--- src/rtl/measurement_sequencer.sv ---
// measurement_sequencer: gates one counter measurement per request, applies a RUN
// timeout and presents each result over a valid/ready handshake.
module measurement_sequencer #(
    parameter int DOWNCOUNT_WIDTH = 16,
    parameter int UPCOUNT_WIDTH   = 40,
    parameter int TIMEOUT_WIDTH   = 32
) (
    input  logic                       MAJOR_CLOCK,
    input  logic                       RESET_N,
    input  logic                       start,
    input  logic                       abort,
    input  logic [DOWNCOUNT_WIDTH-1:0] cfg_gate,
    input  logic [TIMEOUT_WIDTH-1:0]   cfg_timeout,
    input  logic                       cfg_continuous,
    output logic                       cnt_load,
    output logic [DOWNCOUNT_WIDTH-1:0] cnt_gate,
    output logic                       cnt_abort,
    input  logic                       cnt_done,
    input  logic [UPCOUNT_WIDTH-1:0]   cnt_value,
    output logic                       busy,
    output logic                       res_valid,
    input  logic                       res_ready,
    output logic [UPCOUNT_WIDTH-1:0]   res_count,
    output logic [DOWNCOUNT_WIDTH-1:0] res_gate,
    output logic [7:0]                 res_seq,
    output logic                       res_timeout,
    output logic                       res_overflow
);
    localparam logic [2:0] IDLE = 3'd0, LOAD = 3'd1, SETTLE = 3'd2, RUN = 3'd3, CAPTURE = 3'd4, PRESENT = 3'd5;
    logic [2:0] state, state_nx;
    logic [TIMEOUT_WIDTH-1:0] timer, timeout;
    logic timeout_hit, accept, arm;
    assign timeout_hit = state == RUN && !cnt_done && timeout != '0 && timer == timeout;
    assign res_valid   = state == PRESENT && !abort;
    assign accept      = res_valid && res_ready;
    assign busy        = state != IDLE;
    assign cnt_load    = state == LOAD;
    assign cnt_abort   = (abort && (state == LOAD || state == SETTLE || state == RUN)) || timeout_hit;
    // Configuration is captured on entry to LOAD so cnt_gate is already valid alongside cnt_load.
    assign arm = (state == IDLE && start && cfg_gate != '0 && !abort) || (accept && cfg_continuous);
    always_comb begin
        state_nx = state;
        case (state)
            IDLE:    state_nx = arm ? LOAD : IDLE;
            LOAD:    state_nx = SETTLE;
            SETTLE:  state_nx = RUN;
            RUN:     state_nx = (cnt_done || timeout_hit) ? CAPTURE : RUN;
            CAPTURE: state_nx = PRESENT;
            PRESENT: state_nx = accept ? (cfg_continuous ? LOAD : IDLE) : PRESENT;
            default: state_nx = IDLE;
        endcase
        if (abort && busy) state_nx = IDLE;
    end
    always_ff @(posedge MAJOR_CLOCK or negedge RESET_N) begin
        if (!RESET_N) begin
            state        <= IDLE;
            cnt_gate     <= '0;
            timer        <= '0;
            timeout      <= '0;
            res_count    <= '0;
            res_gate     <= '0;
            res_seq      <= '0;
            res_timeout  <= 1'b0;
            res_overflow <= 1'b0;
        end else begin
            state <= state_nx;
            if (arm) begin
                cnt_gate <= cfg_gate;
                timeout  <= cfg_timeout;
                timer    <= '0;
            end else if (state == RUN && timer != '1) begin
                timer <= timer + 1'b1;
            end
            if (state == RUN && state_nx == CAPTURE) res_timeout <= !cnt_done;
            if (state == CAPTURE) begin
                res_count    <= cnt_value;
                res_gate     <= cnt_gate;
                res_overflow <= &cnt_value;
            end
            if (accept) res_seq <= res_seq + 8'd1;
        end
    end
endmodule

--- config.mk ---
export PLATFORM = sky130hd
export DESIGN_NAME = measurement_sequencer
export DESIGN_NICKNAME = d
export VERILOG_FILES = /design/src/rtl/measurement_sequencer.sv
export SDC_FILE = /design/constraint.sdc
export NUM_CORES = 1
export LEC_CHECK = 0
export ABC_AREA = 1
export CORE_MARGIN = 2
export CORE_UTILIZATION = 45
export DETAILED_ROUTE_END_ITERATION = 12
export PLACE_DENSITY = 0.77
export SLEW_MARGIN = 20
export SYNTH_ARGS = -nofsm -noshare
export SYNTH_HDL_FRONTEND = slang
export SYNTH_SLANG_ARGS = --single-unit
export TNS_END_PERCENT = 30
--- constraint.sdc ---
create_clock -name MAJOR_CLOCK -period 1.9 [get_ports MAJOR_CLOCK]
set_input_delay 0.38 -clock MAJOR_CLOCK [delete_from_list [all_inputs] [get_ports MAJOR_CLOCK]]
set_output_delay 0.38 -clock MAJOR_CLOCK [all_outputs]
set_load 0.05 [all_outputs]
# Word-level counts from Yosys, hierarchy flattened
# Index checks and enable logic that the tools add are counted.
# classes
add_sub_neg	2
n_reduce_logical	26
n_mux	8
eq_ne	8
# op_table
operator	n
2-to-1 mux 32 bit	2
AND reduction 40 bit	1
adder 32 x 1 -> 32 bit (second input constant)	1
equality test 32 bit	1
inequality test 32 bit (second input constant)	1
nonzero test 32 bit	1
one-hot mux 3 bit (6 select lines)	1
nonzero test 16 bit	1
logical AND 1 bit	13
equality test 3 bit (second input constant)	3
2-to-1 mux 3 bit	3
adder 8 x 1 -> 8 bit (second input constant)	1
equality test 3 x 2 -> 1 bit (second input constant)	2
logical OR 1 bit	5
equality test 3 x 1 -> 1 bit (second input constant)	1
zero test 3 bit	1
nonzero test 3 bit	1
zero test 1 bit	2
2-to-1 mux 1 bit	2
nonzero test 2 bit	1
# totals
word_cells	53
regBits	149
out_inout_bits	86
in_bits	95

# Logic depth before layout (Yosys ltp)
# logic_depth
depth_word	10
mapped_depth	13
ltp_nobuf	13

# Least setup slack after synthesis
# OpenSTA, ideal clock, no wires.
# synth_timing
path_type	flip-flop to flip-flop
from	register state[1]
to	register timeout[26]
setup_ns	0.126
period_less_slack_ns	2.078
arrival_ns	1.952
setup_slack_ns	-0.178
stages_incl_launch_ff	9
required_time_ns	1.774
cell_sequence	dfrtp_1 nor2_1 nand2_1 nor2_2 nand2_2 o21ai_4 buf_6 buf_4 o21ai_0
# synth_between
elab_chain_cells	5
word_cells_on_any_way	9
classes_between	1 x eq/ne; 8 x reduce/logical
# synth_lines
element	line_no	rtl
start, declared	30	logic [2:0] state, state_nx;
start signal, assigned	66	state <= state_nx;
equality test 3 bit	34	assign res_valid = state == PRESENT && !abort;
logical AND 1 bit	34	
named net res_valid	21	output logic res_valid,
logical AND 1 bit	35	assign accept = res_valid && res_ready;
logical AND 1 bit	40	assign arm = (state == IDLE && start && cfg_gate != '0 && !abort) || (accept && cfg_continuous);
logical OR 1 bit	40	
end signal, assigned	69	timeout <= cfg_timeout;
end, declared	31	logic [TIMEOUT_WIDTH-1:0] timer, timeout;
# The timed path passes the listed nets, and every way through them passes these cells.
# A chain may end at the register's enable or synchronous reset.

# Worst setup path in the final report
# layout_timing
from	register timer[29]
to	output cnt_abort
# layout_between
elab_chain_cells	3
# layout_lines
element	line_no	rtl
start, declared	31	
start signal, assigned	72	timer <= timer + 1'b1;
equality test 32 bit	33	assign timeout_hit = state == RUN && !cnt_done && timeout != '0 && timer == timeout;
logical AND 1 bit	33	
logical OR 1 bit	38	assign cnt_abort = (abort && (state == LOAD || state == SETTLE || state == RUN)) || timeout_hit;
end, declared	17	output logic cnt_abort,
# No other way between the ends.

==> impl_metrics.json <==
{
  "outcome": "complete, but fails checks",
  "failed_checks": "setup timing",
  "cp_slowest_cell": "dfrtp_1",
  "initial_core_util_pct": 45.7,
  "seq_area_sq_um": 3730,
  "crit_required_ps": 1520,
  "p_leak_nw": 5.34,
  "rows": 47,
  "final_layout_size_suffix_gt1_share_pct": 19.3,
  "track_usage_pct": 25.9,
  "postRouteAntennaNets": 0,
  "endpoint_kind": "primary output",
  "die_h_microns": 133,
  "tightestPinTransition_ps": 530,
  "synth-seq-cells": 149,
  "final_cell_mix": "375 x nand2_1, 148 x dfrtp_1, 130 x buf_4, 93 x clkdlybuf4s50_1, 86 x inv_1",
  "utilization_pct": 66.4,
  "clockBufferDepth": 2,
  "stdcell_area_sq_um": 10900,
  "antenna_found_initial": 0,
  "grt_max_degree": 62,
  "post_drt_wl_per_cell_microns": 15.0,
  "synth.cell_area_sq_um": 7490,
  "rsz0062_at_grt": "yes",
  "cts_buffers": 17,
  "viasPerCell": 4.92,
  "finalSetupViolations": 78,
  "final.period_utilization_pct": 122,
  "crit_buf_inv": 2,
  "p_seq_share_pct": 31.1,
  "syn_inst": 968,
  "report.final.slew_viol_count": 0,
  "area_growth_pct": 45.4,
  "post_dp_cell_area_sq_um": 10100,
  "finalPower_mw": 16.8,
  "timing.fmax_mhz": 430,
  "globalplace.congestion": 0.922,
  "die_w_microns": 133,
  "drt-total-wl_microns": 22200,
  "cts.sinks": 149,
  "crit_fanout": 6,
  "crit_arrival_ps": 1950,
  "p_sw_share_pct": 47.4,
  "grt_pass1_vias": 7388,
  "cts_tree": "yes",
  "drtIter0Drc": 439,
  "root_buffer": "clkbuf_16",
  "crit_type": "flip-flop to primary output",
  "yosysUniqueCellTypes": 35,
  "ys_seq_area_share_pct": 49.8,
  "power.share.combinational_pct": 49.3,
  "hold_path.class": "primary input to async pin",
  "pwr-share-clk_pct": 19.6,
  "syn-num-nets": 1065,
  "path_cells": "inv_1 > o21ai_0 > nor2_1 > nand3_1 > nor2_2 > nand3_2 > o31ai_4 > clkbuf_16",
  "cp_top_family": "simple AND/OR/NAND/NOR gates",
  "drtPass1Iterations": 5,
  "critical_path.max_stage_delay_ps": 370,
  "multi_input_area_sq_um": 3300,
  "ys.warnings.count": 0,
  "power.density_nw_per_um2": 1540,
  "p_int_mw": 8.83,
  "nets": 1342,
  "n_antenna_cell": 0,
  "maxCapViolations": 0,
  "synth_area_per_cell_sq_um": 7.74,
  "htreeDepth": 4,
  "insertion_delay_ps": 430,
  "drc_errors": 0,
  "ioPinCount": 181,
  "worst_slack_ps": -427,
  "ir_drop_uv": 1160,
  "hold_viol_final": 0,
  "final_common_cell": "nand2_1",
  "numPortBuffers": 180,
  "hpwl_microns": 16200,
  "grt_pass1_wl_microns": 36300,
  "critPathLaunchType": "flip-flop",
  "die_area_sq_um": 17700,
  "p_sw_mw": 7.94,
  "slew_headroom_pct": 64.8,
  "via_count": 7270,
  "fillers": 1353,
  "coreArea_sq_um": 16400,
  "skew_ps": 11.8,
  "min_period_ps": 2330,
  "cts.clk_slew.worst_paths_ps": 60,
  "grt_overflow": 0
}
Yosys cell counts:
cell type	number	area share [%]
xnor2_1	13	1.5
o21ai_4	1	0.22
o211a_1	1	0.13
nor2_1	87	4.4
nand3_1	38	2.5
o31ai_1	1	0.10
a21oi_1	6	0.40
a31oi_1	1	0.084
nand2_1	376	19
inv_2	5	0.25
nor3_2	1	0.13
and3_1	1	0.084
nor2_8	1	0.27
xor2_1	15	1.8
nor2_4	1	0.15
o21ai_0	52	3.5
clkbuf_1	13	0.65
o21ai_1	11	0.73
buf_2	7	0.47
nor3b_1	1	0.10
nand3_2	1	0.13
nand2_2	3	0.25
ha_1	2	0.33
nand4_1	32	2.7
a21boi_4	1	0.25
dfrtp_1	149	50
nor3_1	23	1.5
inv_1	90	4.5
o21ai_2	21	2.5
nor3_4	1	0.22
buf_4	1	0.10
nor4_1	2	0.17
buf_6	8	1.2
or2_2	1	0.084
nor2_2	1	0.084
state kept, by name, indices dropped and copies added (netlist names):
name          count
timer            32
res_timeout       1
state             3
res_seq           8
res_overflow      1
cnt_gate         16
res_count        40
timeout          32
res_gate         16
cell families (layout without fill, tap and decap cells):
logic type	count (synthesis)	after routing	synth area share (%)
adders and majority gates	2	2	0.334
and+or+nand+nor	570	570	31.6
xor gates and xnor gates	28	28	3.27
AOI/OAI and AO/OA	95	95	7.85
buffers and inverters	124	414	7.18
DFF	149	149	49.8
power by group through the flow:
| stage | Sequential, mW | Clock (mW) | Combinational [mW] |
|---|---|---|---|
| 5_1_grt | 5.36 | 3.46 | 8.87 |
| 6_report | 5.21 | 3.29 | 8.27 |
| 2_1_floorplan | 7.99 | 0 | 2.55 |
| 3_3_place_gp | 5.23 | 0 | 8.20 |
| 3_5_place_dp | 5.27 | 0 | 8.33 |
| 4_1_cts | 5.21 | 3.34 | 8.28 |
what timing repair did:
| action | 4_1_cts | 5_1_grt |
|---|---|---|
| gates resized for setup | 67 | 11 |
| cloned | 1 | 0 |
| endpoints found under the setup margin | 63 | 87 |
| setup buffers | 11 | 0 |
| hold buffers | 1 | 0 |
| hold endpoints to repair | 42 | 0 |
| pin swaps | 5 | 7 |
per-layer routing:
| layer | GRT usage [%] | wire, microns |
|---|---|---|
| met5 | 0 | 0 |
| met4 | 9.50 | 584 |
| met3 | 5.79 | 1020 |
| met2 | 44.1 | 10900 |
| met1 | 32.3 | 9670 |
worst reg2reg max path, stage by stage (launching register included):
cell,delay [ps]
dfrtp_1,390
buf_4,150
nor2_2,190
inv_2,70
nor2_2,110
inv_1,100
nor2_2,150
o21ai_2,100
o21ai_4,140
buf_6,180
buf_12,170
nor2_1,80
nand2_1,70
o21ai_2,50
area by class of cell:
| cell class | instances | share of cell area, % |
|---|---|---|
| Timing Repair Buffer | 287 | 24.4 |
| Sequential cell | 149 | 34.2 |
| Clock buffer | 18 | 4.03 |
| Clock inverter | 14 | 1.25 |
| Tap cell | 220 | 2.53 |
| Inverter | 95 | 3.27 |
| Multi-Input combinational cell | 695 | 30.3 |
stage by stage:
stage | TNS, ps | setup WS (ps) | hold WS, ps | instances
finish | -4850 | -427 | 453 | 1478
global route | -12720 | -519 | 484 | 1478
CTS | -496 | -451 | 464 | 1478
detailed placement | -16310 | -409 | 357 | 1433
global placement | -12990 | -395 | 359 | 1433
floorplan | -172 | -117 | 84.4 | 968
final timing paths:
path                                           start                         to  slack, ps  cells after the start
setup / recovery               timer[29]$_DFFE_PN0P_                  cnt_abort       -430                      8
setup reg to reg                  state[1]$_DFF_PN0_      timer[13]$_DFFE_PN0P_       -140                     13
hold reg to reg            res_count[16]$_DFFE_PN0P_  res_count[16]$_DFFE_PN0P_        470                      2
hold / removal                               RESET_N    timeout[20]$_DFFE_PN0N_        450                      2
max in group asynchronous                    RESET_N     timeout[4]$_DFFE_PN0N_        780                      3
min in group MAJOR_CLOCK   res_count[16]$_DFFE_PN0P_  res_count[16]$_DFFE_PN0P_        470                      2
(Power assumes the default switching activity.)
